`src/rtl/spi_coef_regfile.sv`:
```
// SPI-slave coefficient register file: shadow bank written over SPI, active bank swapped on commit.
// Writes/commits land one clock after the 32nd synchronised SCLK rise; read data streams from bit 9.
module spi_coef_regfile #(
  parameter int NUM_CH = 4,
  parameter int TAPS   = 8,
  parameter int COEF_W = 5
) (
  input  logic                             clock,
  input  logic                             reset,
  input  logic                             SCLK,
  input  logic                             MOSI,
  input  logic                             ss,
  output logic                             MISO,
  output logic [NUM_CH*TAPS*COEF_W-1:0]    coef,
  output logic                             commit_pulse,
  output logic [7:0]                       err_cnt
);

  localparam int NREG = NUM_CH * TAPS;

  logic sclk_s1_q, sclk_s2_q, sclk_s3_q;
  logic mosi_s1_q, mosi_s2_q;
  logic ss_s1_q, ss_s2_q, ss_s3_q;

  logic [5:0]        bit_cnt_q, bit_cnt_d;
  logic [30:0]       shift_q, shift_d;
  logic [23:0]       tx_q, tx_d;
  logic              rd_q, rd_d;
  logic              miso_q, miso_d;
  logic              commit_q, commit_d;
  logic [7:0]        err_cnt_q, err_cnt_d;
  logic [COEF_W-1:0] shadow_q [NREG];
  logic [COEF_W-1:0] shadow_d [NREG];
  logic [COEF_W-1:0] active_q [NREG];
  logic [COEF_W-1:0] active_d [NREG];

  logic              sclk_rise, sclk_fall, ss_active, ss_rise;
  logic              sample, last_bit, hdr_bit, frame_wr;
  logic [6:0]        frame_addr, rd_addr;
  logic [COEF_W-1:0] wr_val;
  logic [23:0]       rd_src;

  always_comb begin
    sclk_rise  = sclk_s2_q & ~sclk_s3_q;
    sclk_fall  = ~sclk_s2_q & sclk_s3_q;
    ss_active  = ~ss_s2_q;
    ss_rise    = ss_s2_q & ~ss_s3_q;
    sample     = sclk_rise & ss_active & (bit_cnt_q != 6'd32);
    last_bit   = sample & (bit_cnt_q == 6'd31);
    hdr_bit    = sample & (bit_cnt_q == 6'd7);
    // On the final rise the complete frame is {shift_q, MOSI}
    frame_wr   = last_bit & shift_q[30];
    frame_addr = shift_q[29:23];
    wr_val     = COEF_W'({shift_q[22:0], mosi_s2_q});
    // On the 8th rise the header is {shift_q[6:0], MOSI}
    rd_addr    = {shift_q[5:0], mosi_s2_q};

    rd_src = '0;
    if (rd_addr == 7'h7E) begin
      rd_src = {16'h0000, err_cnt_q};
    end
    for (int k = 0; k < NREG; k++) begin
      if (rd_addr == 7'(k)) begin
        rd_src = 24'(shadow_q[k]);
      end
    end
  end

  always_comb begin
    bit_cnt_d = bit_cnt_q;
    shift_d   = shift_q;
    tx_d      = tx_q;
    rd_d      = rd_q;
    commit_d  = 1'b0;
    err_cnt_d = err_cnt_q;
    shadow_d  = shadow_q;
    active_d  = active_q;

    if (!ss_active) begin
      bit_cnt_d = 6'd0;
      rd_d      = 1'b0;
    end else if (sample) begin
      bit_cnt_d = bit_cnt_q + 6'd1;
      shift_d   = {shift_q[29:0], mosi_s2_q};
    end

    if (hdr_bit && !shift_q[6]) begin
      rd_d = 1'b1;
      tx_d = rd_src;
    end else if (rd_q && ss_active && sclk_fall &&
                 bit_cnt_q >= 6'd9 && bit_cnt_q <= 6'd31) begin
      tx_d = {tx_q[22:0], 1'b0};
    end

    for (int k = 0; k < NREG; k++) begin
      if (frame_wr && frame_addr == 7'(k)) begin
        shadow_d[k] = wr_val;
      end
    end

    if (frame_wr && frame_addr == 7'h7F && mosi_s2_q) begin
      active_d = shadow_q;
      commit_d = 1'b1;
    end

    // ss released mid-frame: count it, leave registers untouched
    if (ss_rise && bit_cnt_q != 6'd0 && bit_cnt_q != 6'd32 && err_cnt_q != 8'hFF) begin
      err_cnt_d = err_cnt_q + 8'd1;
    end

    miso_d = (rd_d && bit_cnt_d >= 6'd8) ? tx_d[23] : 1'b0;
  end

  always_ff @(posedge clock) begin
    if (reset) begin
      sclk_s1_q <= 1'b0;
      sclk_s2_q <= 1'b0;
      sclk_s3_q <= 1'b0;
      mosi_s1_q <= 1'b0;
      mosi_s2_q <= 1'b0;
      ss_s1_q   <= 1'b1;
      ss_s2_q   <= 1'b1;
      ss_s3_q   <= 1'b1;
      bit_cnt_q <= 6'd0;
      shift_q   <= '0;
      tx_q      <= '0;
      rd_q      <= 1'b0;
      miso_q    <= 1'b0;
      commit_q  <= 1'b0;
      err_cnt_q <= 8'd0;
      for (int k = 0; k < NREG; k++) begin
        shadow_q[k] <= '0;
        active_q[k] <= '0;
      end
    end else begin
      sclk_s1_q <= SCLK;
      sclk_s2_q <= sclk_s1_q;
      sclk_s3_q <= sclk_s2_q;
      mosi_s1_q <= MOSI;
      mosi_s2_q <= mosi_s1_q;
      ss_s1_q   <= ss;
      ss_s2_q   <= ss_s1_q;
      ss_s3_q   <= ss_s2_q;
      bit_cnt_q <= bit_cnt_d;
      shift_q   <= shift_d;
      tx_q      <= tx_d;
      rd_q      <= rd_d;
      miso_q    <= miso_d;
      commit_q  <= commit_d;
      err_cnt_q <= err_cnt_d;
      shadow_q  <= shadow_d;
      active_q  <= active_d;
    end
  end

  always_comb begin
    coef = '0;
    for (int k = 0; k < NREG; k++) begin
      coef[k*COEF_W +: COEF_W] = active_q[k];
    end
  end

  assign MISO         = miso_q;
  assign commit_pulse = commit_q;
  assign err_cnt      = err_cnt_q;

endmodule

```
`config.mk`:
```
export PLATFORM = sky130hd
export DESIGN_NAME = spi_coef_regfile
export DESIGN_NICKNAME = d
export VERILOG_FILES = /design/src/rtl/spi_coef_regfile.sv
export SDC_FILE = /design/constraint.sdc
export NUM_CORES = 1
export LEC_CHECK = 0
export ABC_AREA = 1
export ABC_CLOCK_PERIOD_IN_PS = 3300
export CAP_MARGIN = 10
export CELL_PAD_IN_SITES_DETAIL_PLACEMENT = 2
export CELL_PAD_IN_SITES_GLOBAL_PLACEMENT = 2
export CORE_AREA = 3 3 211 213
export CTS_CLUSTER_DIAMETER = 80
export DETAILED_ROUTE_END_ITERATION = 12
export DIE_AREA = 0 0 214 216
export DONT_BUFFER_PORTS = 1
export HOLD_SLACK_MARGIN = 0.08
export PLACE_DENSITY = 0.83
export SLEW_MARGIN = 20
export SYNTH_ARGS = -nofsm -noshare
export SYNTH_HDL_FRONTEND = slang
export SYNTH_SLANG_ARGS = --single-unit
```
`constraint.sdc`:
```
create_clock -name clock -period 3.3 [get_ports clock]
set_input_delay 0.33 -clock clock [delete_from_list [all_inputs] [get_ports clock]]
set_output_delay 0.33 -clock clock [all_outputs]
set_load 0.02 [all_outputs]
```
==> flow_metrics.tcl, run 1 <==
set metrics [dict create \
    whs_ns -0.1545 \
    hold_path.class "in2reg" \
    place_ws_ns -0.02469 \
    start_kind "flop" \
    synth_area_per_cell_sq_um 7.608 \
    fp.dieArea_sq_um 46220 \
    grt_max_degree 182 \
    synthMuxAreaShare_pct 0 \
    hold_start "reset" \
    p_int_uw 7738 \
    syn2layout_area_growth_pct 19.01 \
    crit_type "reg2reg" \
    cts_num_sinks 400 \
    critPathLaunch "bit_cnt_q[1]$_SDFF_PP0_" \
    crit_top_cell "inv_2" \
    cp_max_fo 30 \
    ys_ff_latch 400 \
    timing.rr.start "bit_cnt_q[1]$_SDFF_PP0_" \
    cap_violations 0 \
    slowest_delay_ns 0.41 \
    violations "hold timing, setup timing" \
    finalNetCount 2128 \
    seqPwrFrac_pct 48.6 \
    cp.required_ns 3.73 \
    ios 175 \
    timing.final.crit_share_pct 101.0 \
    dieWidth_um 214 \
    combPwrFrac_pct 2.0 \
    slew_violations 0 \
    initial_core_util_pct 36.95 \
    antenna_found_initial 3 \
    yosysWarnings 0 \
    synthTopCellsByArea "dfxtp_1, a211oi_1, a21oi_1" \
    dr.pass1.iters 5 \
    grt_usage_pct 24.54 \
    finalCriticalPeriod_ns 3.333 \
    synth_cells 2083 \
    synthAdderAreaFrac_pct 0.3948 \
    cp-end-kind "flop" \
    irDropWorstVdd_mv 0.3025 \
    p_clk_share_pct 49.4 \
    nFillCells 4746 \
    sw_frac_of_total_pct 22.33 \
    grt_pass1_wl_um 90890 \
    power.net_switching_uw 2224 \
    antenna_left 0 \
    core_area_sq_um 42890 \
    cts_buffer_depth 3 \
    finalSetupTns_ns -0.04529 \
    cts_tree "built" \
    drc_errors 0 \
    power.density_nw_per_um2 528.2 \
    hpwl_um 39100 \
    dr.first_iter.drc_count 956 \
    setup_ws_ns -0.03277 \
    crit_chain "inv_2 -> ha_1 -> nand4_1 -> inv_1 -> nand2_1 -> nand2_1 -> inv_2 -> nand2_1 -> nor2_2 -> inv_2 -> nor2_4 -> inv_2 -> nor4_4 -> buf_4 -> inv_2 -> buf_4 -> nor3_1 -> inv_2 -> o21ai_0 -> a21oi_1" \
    max_slew_margin_pct 35.30 \
    status "complete, but fails checks" \
    synth_nets 2093 \
    cp_data_arrival_time_ns 3.77 \
    tightestPinTransition_ns 0.9704 \
    grt_pass1_vias 15659 \
    synth_compound_area_share_pct 22.04 \
    routedWlPerCell_um 24.17 \
    numCtsBuffers 44 \
    buffer_ports.inserted 0 \
    viasPerCell 5.501 \
    h-tree-depth 2 \
    power.leakage_uw 0.006466 \
    die_height_um 216 \
    cts_root_buf "clkbuf_16" \
    rsz0062_at_grt "yes" \
    synth.distinct_cells 26 \
    synth-simple-area-share_pct 16.64 \
    drt_wl_total_um 66110 \
    yosys.area.top_type_share_pct 50.53 \
    hold_viol 74 \
    synth_xor_area_share_pct 0.1105 \
    syn_area_sq_um 15850 \
    vias 15045 \
    fmax_ghz 0.3001 \
    num_rows 76 \
    clk_latency_ns 0.58 \
    drive_gt1_share_pct 11.35 \
    place_congestion 0.8950 \
    synth_top_family_by_area "compound AO/OA/AOI/OAI gates" \
    seq_area_frac_synth_pct 50.53 \
    grt-ovfl-total 0 \
    setup_viol 3 \
    slowest_stage "nor3_1" \
    worst_clock_skew_ns 0.02853 \
    clk_pin_slew_ns 0.06 \
    report.power.total_uw 9962 \
    yosys.area.top_type "dfxtp_1" \
]
flip-flops by register name, indices dropped and copies added, names as in the netlist, 6 cells and up:
register,flops
coef,160
bit_cnt_q,6
err_cnt,8
shift_q,31
tx_q,24
shadow_q,160
cell usage in the layout (no fill, tap or decap), types with 2 or more instances in the layout:
cell type      Yosys  layout
nor2_4             0       4
clkinv_2           0       3
buf_4             12      61
nand2_4            0       3
dlygate4sd3_1      0      19
dfxtp_4            0       4
nor2_1           313     297
clkbuf_1          74      15
nor4_1             4       4
nor3_1            44      41
nand3_1           26      24
a21oi_1          235     234
bufinv_16          0       2
inv_2             41      42
or2_2              3       3
nor4_4             1       2
clkbuf_16          0      53
nor3_2             0       3
ha_1               5       5
xor2_1             2       2
buf_12             0       3
inv_1            258     254
dfxtp_1          400     392
clkbuf_8           0       8
nand2_1          225     218
clkinvlp_4         0       3
dfxtp_2            0       4
inv_4              0       3
a211oi_2           0      11
o21ai_0          213     212
nor2_2             0      12
buf_16             0       6
a31oi_1            4       4
a211oi_1         161     150
nand2_2            0       4
buf_6              0       5
nand4_1           29      29
Yosys cell counts:
cell	number
ha_1	5
nor4_2	1
inv_2	41
nor2_1	313
buf_2	25
or2_2	3
nor4_4	1
a31oi_1	4
buf_1	3
nor3b_1	1
o211ai_1	1
a21oi_1	235
clkinv_1	1
nor4_1	4
buf_4	12
a211oi_1	161
dfxtp_1	400
clkbuf_1	74
nand4_1	29
o21ai_0	213
xor2_1	2
nand3_1	26
nor3_1	44
a221oi_1	1
inv_1	258
nand2_1	225
path summary, 6_finish.rpt:
check | cells past startpoint | endpoint | slack (ns)
setup / recovery | 20 | shadow_q[11]$_SDFFE_PP0P_ | -0.03
hold / removal | 1 | coef[27]$_SDFFE_PP0P_ | -0.15
setup reg to reg | 20 | shadow_q[11]$_SDFFE_PP0P_ | -0.03
hold reg to reg | 2 | tx_q[12]$_SDFFE_PP0P_ | 0.47
worst max-delay path, delay by kind of cell, from the launching register on:
family / cells / cell delay [ns]
and+or+nand+nor: 8 / 1.20
buffers and inverters: 9 / 1.05
AOI/OAI and AO/OA: 2 / 0.38
DFF: 1 / 0.37
adders and majority gates: 1 / 0.19
power by group through the flow:
stage / clock, uW / combinational [uW] / sequential, uW
after floorplan: 0 / 147 / 4950
after global placement: 0 / 159 / 4950
after detailed placement: 0 / 170 / 4950
after CTS: 4940 / 183 / 4840
after global routing: 5220 / 222 / 4840
final: 4920 / 201 / 4840
metrics by stage:
step                      instance area (sq um)  std cells  hold WS [ns]  util [%]
after detailed placement                  16540       2608        0.3996     38.58
after CTS                                 18240       2709       -0.1707     42.53
final                                     18860       2735       -0.1545     43.97
after global placement                    16540       2608        0.3997     38.58
after floorplan                           15850       2083        0.3883         -
after global routing                      18860       2734       -0.1815     43.97
logic make-up (layout without fill, tap and decap cells):
family | Yosys count | after routing
simple gates | 647 | 647
compound gates | 615 | 615
buf+inv | 414 | 480
flops | 400 | 400
fa+ha+maj | 5 | 5
xor+xnor | 2 | 2
other cells | 0 | 1
timing repair:
action | CTS | global route
setup buffers | 4 | 15
endpoints found under the hold margin | 183 | 165
hold buffers | 18 | 1
pin swaps | 1 | 15
endpoints found under the setup margin | 10 | 302
resized for setup | 5 | 78
cloned | 2 | 9
cell type report:
cell class                      instances  area (sq um)  area share [%]
Tap cell                              585         732.0           3.881
Clock buffer                           68          1292           6.854
Inverter                              300          1134           6.011
Clock inverter                          9         106.4          0.5640
Multi-Input combinational cell       1269          6401           33.94
Antenna cell                            1         2.502         0.01327
Timing Repair Buffer                  103          1162           6.164
Sequential cell                       400          8028           42.57
routing by layer:
metal  up-vias  GRT usage [%]  share of wire, %
met5         -              0                 0
met4         0          7.256               2.9
met3       114          4.689               4.7
met2       360          43.96                50
met1      7616          29.95                42
li1       6955              -                 -
Power figures use the tool's default switching activity.
==> run 2, diff against run 1 <==
ABC_CLOCK_PERIOD_IN_PS = 3670   (was 3300)
CTS_CLUSTER_DIAMETER = unset   (was 80)
clock period = 3.67 ns   (was 3.3 ns; I/O delays follow)
==> run 2 against run 1 <==
  * The flow now finishes without violations
  * Clock skew is 0.012 ns lower
  * Die area unchanged
  * Non-clock buffer count is 66 lower
  * First-iteration DRC count down 14%
  * Clock power fell by 6.5%
  * Worst hold slack improved by 0.41 ns
  * Core utilization fell by 2.1 points
  * Total power down 8.1%
  * Worst setup slack gained 0.29 ns
  * Critical path type unchanged
  * Critical endpoint is now coef[37]$_SDFFE_PP0P_
  * Highest routed layer unchanged
==> flow_metrics.tcl, run 2 (synthesis gave the netlist of run 1 again) <==
set metrics [dict create \
    h-tree-depth 2 \
    fp.dieArea_sq_um 46220 \
    cts_tree "built" \
    power.leakage_uw 0.006041 \
    place_congestion 0.8735 \
    cp.required_ns 4.12 \
    finalCriticalPeriod_ns 3.410 \
    hold_start "reset" \
    multiInputGateArea_sq_um 6242 \
    start_kind "flop" \
    routedWlPerCell_um 20.91 \
    hold_path.class "in2reg" \
    met2_length_um 27700 \
    timing.rr.start "bit_cnt_q[0]$_SDFF_PP0_" \
    dp_cells 2584 \
    core_area_sq_um 42890 \
    regArea_sq_um 8011 \
    syn2layout_area_growth_pct 13.35 \
    r2r_cells 19 \
    irDropWorstVdd_mv 0.3521 \
    place_ws_ns 0.1663 \
    slew_violations 0 \
    met1_length_um 23960 \
    crit_buf_inv 8 \
    placed_area_sq_um 16360 \
    dr.first_iter.drc_count 825 \
    die_height_um 216 \
    crit_type "reg2reg" \
    post-route-util_pct 41.88 \
    crit_chain "inv_1 -> ha_1 -> nand4_1 -> inv_1 -> nand2_1 -> nand2_1 -> inv_2 -> nand2_1 -> nor2_1 -> inv_2 -> nor2_2 -> inv_2 -> nor4_4 -> inv_2 -> nor4_4 -> buf_4 -> buf_12 -> nor2_1 -> a211oi_1" \
    ios 175 \
    vias 14176 \
    nFillCells 4869 \
    holdPathEnd "shadow_q[64]$_SDFFE_PP0P_" \
    buffer_ports.inserted 0 \
    grt_usage_pct 23.63 \
    viasPerCell 5.313 \
    cp-end-kind "flop" \
    dr.pass1.iters 5 \
    fmax_ghz 0.2932 \
    cts_buffer_depth 3 \
    cap_violations 0 \
    numCtsBuffers 44 \
    final_cell_mix "dfxtp_1, nor2_1, inv_1, a21oi_1, nand2_1" \
    mostFrequentLayoutCell "dfxtp_1" \
    crit_top_cell "inv_2" \
    antenna_left 0 \
    crit_family "simple AND/OR/NAND/NOR gates" \
    finalNetCount 2062 \
    hold_viol 0 \
    status "complete, no violations" \
    setup_ws_ns 0.2595 \
    cp_max_fo 108 \
    slowest_stage "dfxtp_1" \
    initial_core_util_pct 36.95 \
    routed.top_layer "met4" \
    slowest_delay_ns 0.37 \
    clk_pin_slew_ns 0.07 \
    rr_endpoint "coef[37]$_SDFFE_PP0P_" \
    cp_data_arrival_time_ns 3.86 \
    tightestPinTransition_ns 0.8118 \
    path_depth 19 \
    worst_clock_skew_ns 0.01683 \
    hold_depth 3 \
    dieWidth_um 214 \
    finalNonFillerCells 2668 \
    max_slew_margin_pct 45.88 \
    wl_met3_um 2828 \
    cts_root_buf "clkbuf_16" \
    setup_viol 0 \
    grt-ovfl-total 0 \
    antenna_found_initial 0 \
    hpwl_um 38290 \
    drt_wl_total_um 55800 \
    cts_num_sinks 400 \
    clk_latency_ns 0.58 \
    antenna_cells 0 \
    num_rows 76 \
    grt_pass1_wl_um 87710 \
    fin_area_sq_um 17960 \
    drc_errors 0 \
    power.density_nw_per_um2 509.6 \
    r2r_slack_ns 0.26 \
    grt_max_degree 180 \
    whs_ns 0.2530 \
    drive_gt1_share_pct 7.489 \
    grt_pass1_vias 15379 \
    timing.final.crit_share_pct 92.93 \
]
-- run 2: cell count changes in the layout (fill, tap and decap cells not counted), sizes merged --
cell	before	now
clkinvlp	3	1
diode	1	0
dlygate4sd3	19	4
clkbuf	76	64
inv	299	300
buf	75	33
bufbuf	1	0
clkinv	5	7
bufinv	2	5
-- run 2: area by class of cell --
cell class | instances | share of cell area (%)
flip-flops and latches | 400 | 44.60
repair buffers | 37 | 2.083
well taps | 585 | 4.075
multi-input cells | 1269 | 34.75
clock inverters | 13 | 1.094
inverters | 300 | 6.283
clock buffers | 64 | 7.112
-- run 2: how the worst max path moves through the flow --
stage | endpoint | slack (ns) | from
floorplan | coef[100]$_SDFFE_PP0P_ | 0.99 | bit_cnt_q[0]$_SDFF_PP0_
global placement | tx_q[0]$_SDFFE_PP0P_ | 0.28 | shift_q[2]$_SDFFE_PP0P_
detailed placement | tx_q[0]$_SDFFE_PP0P_ | 0.17 | shift_q[2]$_SDFFE_PP0P_
CTS | tx_q[0]$_SDFFE_PP0P_ | 0.006 | shift_q[2]$_SDFFE_PP0P_
global route | tx_q[0]$_SDFFE_PP0P_ | -0.04 | shift_q[0]$_SDFFE_PP0P_
finish | coef[37]$_SDFFE_PP0P_ | 0.26 | bit_cnt_q[0]$_SDFF_PP0_
-- run 2: power by group --
group	internal (uW)	switching, uW
clock	2760	1840
sequential	4350	6.82
combinational	44.4	150
total	7150	2000
-- run 2: timing repair --
| item | in CTS | in global routing |
|---|---|---|
| gates resized for setup | 0 | 13 |
| setup buffers | 0 | 2 |
| hold buffers | 5 | 0 |
| endpoints found under the setup margin | 0 | 141 |
| endpoints found under the hold margin | 181 | 0 |
-- run 2: metal layers --
layer	GRT usage [%]	vias up
li1	-	6819
met1	28.80	7033
met2	42.36	246
met3	4.900	78
met4	6.408	0
met5	0	-
-- run 2: metrics by stage --
stage	total power (uW)	TNS (ns)
after floorplan	4581	0
after global placement	4593	0
after detailed placement	4603	0
after CTS	9254	0
after global routing	9470	-0.1230
final	9153	0
-- run 2: worst min-delay path, delay by kind of cell --
family / cells / cell delay [ns]
AOI/OAI and AO/OA: 2 / 0.21
buffers and inverters: 1 / 0.20
